[src/rtl/seven_segment_scanner.sv]
`default_nettype none
// +----------------------------------------------------------------------------+
// | Module   : seven_segment_scanner                                           |
// | Purpose  : N-digit multiplexed seven-segment driver. Scans active-low      |
// |            anodes, decodes each digit's hex nibble to active-low segments, |
// |            and takes new display data through a shadow register that is    |
// |            promoted only at frame boundaries, so no frame mixes old and    |
// |            new digits. Per-digit enable, decimal points, and optional PWM  |
// |            brightness dimming.                                             |
// | Options  : SEVSEG_PWM_EN - when defined, each anode is lit only while the  |
// |            sub-step counter is <= bright. When undefined, bright is        |
// |            ignored and every enabled anode is lit for its whole slot.      |
// | Params   : NUM_DIGITS (1..16) digits scanned                               |
// |            DIV (>=1) clk cycles per sub-step; one digit slot = 16*DIV      |
// | Ports    : clk          in  system clock, rising edge                      |
// |            reset        in  synchronous active-low reset                   |
// |            value        in  hex nibbles, digit i = value[4i+3:4i]          |
// |            dp_in        in  decimal point per digit, 1 = lit               |
// |            digit_en     in  1 = digit may light (sampled live)             |
// |            load         in  1-cycle strobe: capture value/dp_in            |
// |            bright       in  duty level 0..15 (PWM builds only)             |
// |            anode        out active-low anode select, bit i = digit i       |
// |            seg          out active-low segments {g,f,e,d,c,b,a}            |
// |            dp_n         out active-low decimal point                       |
// |            frame_start  out 1-cycle pulse in the cycle the index wraps     |
// |            pending      out shadow holds data not yet displayed            |
// | Revision : 1.0 - initial release                                           |
// +----------------------------------------------------------------------------+
module seven_segment_scanner #(
  parameter int NUM_DIGITS = 8,
  parameter int DIV        = 7813
) (
  input  logic                    clk,
  input  logic                    reset,
  input  logic [4*NUM_DIGITS-1:0] value,
  input  logic [NUM_DIGITS-1:0]   dp_in,
  input  logic [NUM_DIGITS-1:0]   digit_en,
  input  logic                    load,
  input  logic [3:0]              bright,
  output logic [NUM_DIGITS-1:0]   anode,
  output logic [6:0]              seg,
  output logic                    dp_n,
  output logic                    frame_start,
  output logic                    pending
);

  localparam int PW = (DIV > 1) ? $clog2(DIV) : 1;
  localparam int IW = (NUM_DIGITS > 1) ? $clog2(NUM_DIGITS) : 1;

  localparam logic [PW-1:0] c_PRESC_MAX = PW'(DIV - 1);
  localparam logic [IW-1:0] c_IDX_MAX   = IW'(NUM_DIGITS - 1);

  // Timing counters
  logic [PW-1:0] r_presc;
  logic [3:0]    r_sub;
  logic [IW-1:0] r_idx;

  // Display data: active is what is shown, shadow holds the next frame's data
  logic [4*NUM_DIGITS-1:0] r_act_val;
  logic [NUM_DIGITS-1:0]   r_act_dp;
  logic [4*NUM_DIGITS-1:0] r_sh_val;
  logic [NUM_DIGITS-1:0]   r_sh_dp;
  logic                    r_pending;

  // Registered display outputs
  logic [NUM_DIGITS-1:0] r_anode;
  logic [6:0]            r_seg;
  logic                  r_dp_n;

  logic                  w_tick;
  logic                  w_slot_wrap;
  logic                  w_frame_wrap;
  logic                  w_gate;
  logic [3:0]            w_nib;
  logic                  w_dp;
  logic [NUM_DIGITS-1:0] w_anode_nxt;

  // --------------------------------------------------------------------------
  // Hex to active-low segment decode, bit order {g,f,e,d,c,b,a}
  // --------------------------------------------------------------------------
  function automatic logic [6:0] seg_decode(input logic [3:0] nib);
    logic [6:0] s;
    case (nib)
      4'h0:    s = 7'b1000000;
      4'h1:    s = 7'b1111001;
      4'h2:    s = 7'b0100100;
      4'h3:    s = 7'b0110000;
      4'h4:    s = 7'b0011001;
      4'h5:    s = 7'b0010010;
      4'h6:    s = 7'b0000010;
      4'h7:    s = 7'b1111000;
      4'h8:    s = 7'b0000000;
      4'h9:    s = 7'b0010000;
      4'hA:    s = 7'b0001000;
      4'hB:    s = 7'b0000011;
      4'hC:    s = 7'b1000110;
      4'hD:    s = 7'b0100001;
      4'hE:    s = 7'b0000110;
      default: s = 7'b0001110;
    endcase
    return s;
  endfunction

  // --------------------------------------------------------------------------
  // Scan timing: prescaler -> 16 sub-steps -> digit index
  // --------------------------------------------------------------------------
  assign w_tick       = (r_presc == c_PRESC_MAX);
  assign w_slot_wrap  = w_tick && (r_sub == 4'hF);
  assign w_frame_wrap = w_slot_wrap && (r_idx == c_IDX_MAX);

  always_ff @(posedge clk) begin
    if (!reset) begin
      r_presc <= '0;
      r_sub   <= '0;
      r_idx   <= '0;
    end else begin
      r_presc <= w_tick ? '0 : (r_presc + PW'(1));
      if (w_tick) begin
        r_sub <= r_sub + 4'd1;   // 4-bit counter wraps 15 -> 0 on its own
      end
      if (w_slot_wrap) begin
        // Explicit wrap so non-power-of-two digit counts never overrun
        r_idx <= (r_idx == c_IDX_MAX) ? '0 : (r_idx + IW'(1));
      end
    end
  end

  // frame_start is decoded from registered counter state, so it is clean.
  // Gated with reset so it stays low while reset is held.
  assign frame_start = w_frame_wrap & reset;

  // --------------------------------------------------------------------------
  // Shadow / active data path. Promotion happens on the same edge that the
  // index wraps to 0, so the first slot of the new frame already uses the new
  // data. A load on that same edge bypasses the shadow: it is the newest data.
  // --------------------------------------------------------------------------
  always_ff @(posedge clk) begin
    if (!reset) begin
      r_act_val <= '0;
      r_act_dp  <= '0;
      r_sh_val  <= '0;
      r_sh_dp   <= '0;
      r_pending <= 1'b0;
    end else if (w_frame_wrap && load) begin
      r_act_val <= value;
      r_act_dp  <= dp_in;
      r_pending <= 1'b0;
    end else if (w_frame_wrap && r_pending) begin
      r_act_val <= r_sh_val;
      r_act_dp  <= r_sh_dp;
      r_pending <= 1'b0;
    end else if (load) begin
      r_sh_val  <= value;
      r_sh_dp   <= dp_in;
      r_pending <= 1'b1;
    end
  end

  assign pending = r_pending;

  // --------------------------------------------------------------------------
  // Brightness gate
  // --------------------------------------------------------------------------
`ifdef SEVSEG_PWM_EN
  // Lit for sub-steps 0..bright, i.e. (bright+1)*DIV cycles per slot
  assign w_gate = (r_sub <= bright);
`else
  assign w_gate = 1'b1;
  logic w_unused_bright;
  assign w_unused_bright = ^bright;
`endif

  // --------------------------------------------------------------------------
  // Select the current digit's data. A compare loop is used instead of direct
  // indexing so any NUM_DIGITS (including 1 and non-powers-of-two) is safe.
  // --------------------------------------------------------------------------
  always_comb begin
    w_nib       = 4'h0;
    w_dp        = 1'b0;
    w_anode_nxt = '1;
    for (int i = 0; i < NUM_DIGITS; i++) begin
      if (r_idx == IW'(i)) begin
        w_nib          = r_act_val[4*i +: 4];
        w_dp           = r_act_dp[i];
        w_anode_nxt[i] = ~(digit_en[i] & w_gate);
      end
    end
  end

  // Segments and DP are driven every slot, even for disabled digits; only the
  // anode is suppressed.
  always_ff @(posedge clk) begin
    if (!reset) begin
      r_anode <= '1;
      r_seg   <= 7'h7F;
      r_dp_n  <= 1'b1;
    end else begin
      r_anode <= w_anode_nxt;
      r_seg   <= seg_decode(w_nib);
      r_dp_n  <= ~w_dp;
    end
  end

  assign anode = r_anode;
  assign seg   = r_seg;
  assign dp_n  = r_dp_n;

endmodule
`default_nettype wire
[config.mk]
export PLATFORM = sky130hd
export DESIGN_NAME = seven_segment_scanner
export DESIGN_NICKNAME = d
export VERILOG_FILES = /design/src/rtl/seven_segment_scanner.sv
export SDC_FILE = /design/constraint.sdc
export NUM_CORES = 1
export LEC_CHECK = 0
export ABC_AREA = 1
export CELL_PAD_IN_SITES_DETAIL_PLACEMENT = 2
export CELL_PAD_IN_SITES_GLOBAL_PLACEMENT = 2
export CORE_ASPECT_RATIO = 1.1
export CORE_MARGIN = 10
export CORE_UTILIZATION = 31
export CTS_CLUSTER_SIZE = 8
export DETAILED_ROUTE_END_ITERATION = 6
export PLACE_DENSITY_LB_ADDON = 0.08
export SETUP_SLACK_MARGIN = 0.15
export SYNTH_ARGS = -nofsm -noshare
export SYNTH_HDL_FRONTEND = slang
export SYNTH_SLANG_ARGS = --single-unit
[constraint.sdc]
create_clock -name clk -period 3.3 [get_ports clk]
set_clock_uncertainty 0.05 [all_clocks]
set_input_delay 0.66 -clock clk [delete_from_list [all_inputs] [get_ports clk]]
set_output_delay 0.66 -clock clk [all_outputs]
set_load 0.05 [all_outputs]
# Word-level counts from Yosys, hierarchy flattened
# Memory sizes are Yosys's and may differ from the RTL's. A register that Yosys moved wholly into a read port is not among the register bits.
# Cells that the tools add are included.
# W data, S select, Z words.
[word_totals]
regBits = 110
rom_bits = 112
input_bits = 55
out_inout_bits = 18
wordCells = 82
mem_count = 1
[classes]
add_sub_neg = 3
n_eq_ne = 9
mux = 21
bitwise = 13
n_reduce_logical = 18
[mem_list]
columns = ["memory", "depth", "width", "read_ports", "rd_clocked_by_memory_dff", "wr", "line_no", "source"]
rows = [
  ["(no name shown)", 16, 7, 1, 1, 0, "83", "case (nib)"],
]
[op_table]
columns = ["cell", "n"]
rows = [
  ["$mux W32", 2],
  ["$mux W4", 8],
  ["$mux W8", 2],
  ["$reduce_and A2 Y1", 8],
  ["$add A13 B1 Y13 const B", 1],
  ["$eq A13 B13 Y1 const B", 1],
  ["$eq A3 B3 Y1 const B", 4],
  ["$not A1 Y1", 12],
  ["$mux W1", 8],
  ["$eq A3 B2 Y1 const B", 2],
  ["$add A4 B1 Y4 const B", 1],
  ["$eq A4 B4 Y1 const B", 1],
  ["$logic_and A1 B1 Y1", 4],
  ["$add A3 B1 Y3 const B", 1],
  ["$eq A3 B1 Y1 const B", 1],
  ["$logic_not A3 Y1", 1],
  ["$mux W3", 1],
  ["$reduce_and A3 Y1", 1],
  ["$reduce_or A3 Y1", 1],
  ["$reduce_bool A2 Y1", 1],
  ["$reduce_or A2 Y1", 1],
  ["$and A1 B1 Y1", 1],
  ["$logic_not A1 Y1", 1],
]

# Depth between registers and ports, before layout
# Gate-level depths: netlist of the first run.
[logic_depth]
depth_word = 10
ltp_mapped = 22
depth_no_buf = 21

# Least setup slack after synthesis of the first run
# Ideal clock, no wire load.
[synth_timing]
kind = "reg-to-output"
from = "register r_presc[0]"
to = "output port frame_start"
arrival_time_ns = 2.055
required_ns = 2.590
path_slack_ns = 0.535
stages_incl_launch_ff = 8
n_path_buf = 1
path_cell_list = "dfxtp_1 inv_1 ha_1 nand4_1 nor4_1 nand4_1 clkbuf_1 nor2_1"
[synth_between]
elab_chain_cells = 4
[synth_rtl]
columns = ["item", "line_no", "source"]
rows = [
  ["start, declared", "54", "logic [PW-1:0] r_presc;"],
  ["start signal, assigned", "117", "r_presc <= w_tick ? '0 : (r_presc + PW'(1));"],
  ["$eq A13 B13 Y1", "107", "assign w_tick = (r_presc == c_PRESC_MAX);"],
  ["$logic_and A1 B1 Y1", "108", "assign w_slot_wrap = w_tick && (r_sub == 4'hF);"],
  ["$logic_and A1 B1 Y1", "109", "assign w_frame_wrap = w_slot_wrap && (r_idx == c_IDX_MAX);"],
  ["$and A1 B1 Y1", "130", "assign frame_start = w_frame_wrap & reset;"],
  ["end, declared", "43", "output logic frame_start,"],
]
# Every way passes these cells.

# Worst setup path after layout of the first run
# Ends and elaborated chain as after synthesis.

==> flow_metrics.py, run 1 <==
metrics = {
    "sta": {
        "fin_crit_ps": 2930,
        "relSlewSlack": 0.346,
        "tns_ps": 0,
        "setup_viol": 0,
        "fmax_mhz": 341,
        "worst_pin_slew_ps": 981,
        "rsz0062_at_grt": "false",
        "drv_slew": 0,
        "hold_violations": 0,
        "fin_crit_sh": 0.889,
    },
    "worst_setup_path": {
        "end_kind": "output pin",
        "critPathLaunchType": "register",
        "crit_type": "register to output pin",
        "arrival_ps": 2220,
        "critPathMaxFanout": 3,
        "worst_ep_required_time_ps": 2590,
    },
    "final_layout": {
        "final_common_cell": "nand2_1",
        "final_cell_mix": "nand2_1, nand3_1, dfxtp_1",
        "final_nets": 958,
        "n_antenna_cell": 0,
        "stdcell_area_um2": 7260,
        "layout-drive-gt1-share": 0.0721,
        "nFillCells": 2179,
        "syn2layout_area_growth_pct": 26.3,
    },
    "pwr": {
        "power.density_nw_per_um2": 510,
        "peakVddDrop_mv": 0.343,
        "p_leak_nw": 2.93,
    },
    "floorplan": {
        "die_w_um": 150,
        "die_h_um": 163,
        "initial_core_util": 0.313,
        "core_um2": 18300,
        "row_count": 52,
        "ioPinCount": 73,
        "dieArea_um2": 24400,
    },
    "synthesis": {
        "seq_area_frac_synth": 0.407,
        "avgSynthCellArea_um2": 6.85,
        "ys_ff_latch": 117,
        "ys_warn_count": 0,
        "syn_area_um2": 5750,
        "yosysUniqueCellTypes": 32,
        "postSynthCellCount": 840,
        "syn_nets": 910,
    },
    "cts": {
        "root_buffer": "clkbuf_16",
        "ctsHoldBuffers": 0,
        "cts_made_buffers": 17,
        "cts_tree": "built",
        "clkTransAtPathRegs_ps": 60,
        "ctsLongestPathBuffers": 2,
        "clock_latency_ps": 420,
        "clkSinkCount": 117,
        "htree_levels": 4,
    },
    "routing": {
        "drtIter0Drc": 235,
        "dr_total_vias": 5818,
        "drc": 0,
        "wl_per_cell_um": 17.5,
        "antenna_left": 0,
        "drt_first_pass_iters": 4,
        "vias_per_cell": 5.09,
        "drt-total-wl_mm": 20.0,
    },
    "place": {
        "place_congestion": 0.756,
        "dpl-instance-area_um2": 6610,
        "hpwl_mm": 13.8,
        "io_buffer_count": 68,
    },
    "min_path": {
        "hp-class": "register to register",
    },
    "grt": {
        "grt_max_degree": 87,
        "antenna_found_initial": 0,
        "gr-total-overflow": 0,
        "grt_usage": 0.169,
        "grt_pass1_wl_mm": 33.4,
        "grt_pass1_vias": 6567,
    },
    "run": {
        "cap_violations": 0,
    },
    "status": {
        "outcome": "finished clean",
    },
}
## final timing paths
check | slack (ps) | cells after the start | from | endpoint
max | 370 | 8 | r_presc[0] | frame_start
min reg2reg | 420 | 1 | r_presc[0] | r_presc[0]
max reg2reg | 550 | 19 | r_idx[2] | seg[0]
min | 420 | 1 | r_presc[0] | r_presc[0]
## synthesized netlist by cell type
master / instances / share of area
a21oi_1: 89 / 0.077
a31oi_1: 2 / 0.0022
and2_1: 1 / 0.0011
buf_1: 4 / 0.0026
buf_2: 5 / 0.0044
buf_4: 5 / 0.0065
buf_6: 4 / 0.0078
clkbuf_1: 37 / 0.024
clkbuf_2: 1 / 0.00087
clkinv_1: 1 / 0.00065
dfxtp_1: 117 / 0.41
ha_1: 15 / 0.033
inv_1: 55 / 0.036
inv_2: 2 / 0.0013
mux2i_1: 1 / 0.0017
nand2_1: 219 / 0.14
nand2_2: 3 / 0.0033
nand2_4: 2 / 0.0039
nand3_1: 160 / 0.14
nand4_1: 6 / 0.0065
nor2_1: 39 / 0.025
nor2_4: 1 / 0.0020
nor3_1: 4 / 0.0035
nor3_2: 2 / 0.0035
nor3b_1: 4 / 0.0052
nor4_1: 2 / 0.0022
o211ai_1: 3 / 0.0039
o21a_1: 3 / 0.0039
o21ai_0: 12 / 0.010
o21ai_1: 37 / 0.032
or2_2: 2 / 0.0022
xor2_1: 2 / 0.0030
## registers in the layout, indices dropped and copies added, names as in the netlist
register,count
r_act_val,32
r_sh_val,32
r_presc,13
anode,8
r_act_dp,8
r_sh_dp,8
seg,7
r_sub,4
r_idx,3
dp_n,1
pending,1
## area by class of cell
| cell class | count | area, um^2 | area share |
|---|---|---|---|
| well taps | 243 | 304 | 0.0419 |
| clock inverters | 12 | 176 | 0.0243 |
| repair buffers | 85 | 826 | 0.114 |
| multi-input cells | 609 | 2930 | 0.403 |
| inverters | 58 | 218 | 0.0300 |
| clock buffers | 20 | 467 | 0.0643 |
| flip-flops and latches | 117 | 2340 | 0.322 |
## what timing repair did
| action | CTS | global route |
|---|---|---|
| endpoints found under the setup margin | 1 | 1 |
| pin swaps | 0 | 1 |
| gates resized for setup | 1 | 0 |
| buffers inserted | 0 | 1 |
## critical path, stage by stage (launching register included)
cell and delay, ps:
dfxtp_1 330, inv_1 90, ha_1 180, nand4_1 150
nor4_2 370, nand4_1 140, buf_4 180, nor2_1 180
buf_12 170
## layer usage
metal	track usage	wire length, um
met1	0.210	9550
met2	0.287	9720
met3	0.0345	524
met4	0.0486	244
met5	0	0
## logic make-up (layout without fill, tap and decap cells)
group                      Yosys count  after routing  synth area share
AOI/OAI and AO/OA                  146            146             0.130
xor gates and xnor gates             2              2           0.00305
adders and majority gates           15             15            0.0326
buffers and inverters              114            175            0.0842
DFF                                117            117             0.407
muxes                                1              1           0.00174
and+or+nand+nor                    445            445             0.341
## power by group
part	internal, mW	switching [mW]
combinational	0.103	0.130
sequential	1.45	0.0176
clock	1.32	0.688
total	2.87	0.836
## per-stage QoR
stage,util,hold WS [ps],std cells,setup WS [ps],total power [mW]
detailed placement,0.360,424,1111,501,1.73
finish,0.396,425,1144,366,3.71
CTS,0.395,432,1143,206,3.76
floorplan,-,367,840,535,1.61
global placement,0.360,379,1111,669,1.72
global route,0.396,447,1144,149,3.86
Power figures use the tool's default switching activity.
==> run 2, diff against run 1 <==
- SLEW_MARGIN: unset -> 20
==> results of run 2 <==
No change in the layout: final DEF, timing and power equal those of run 1.
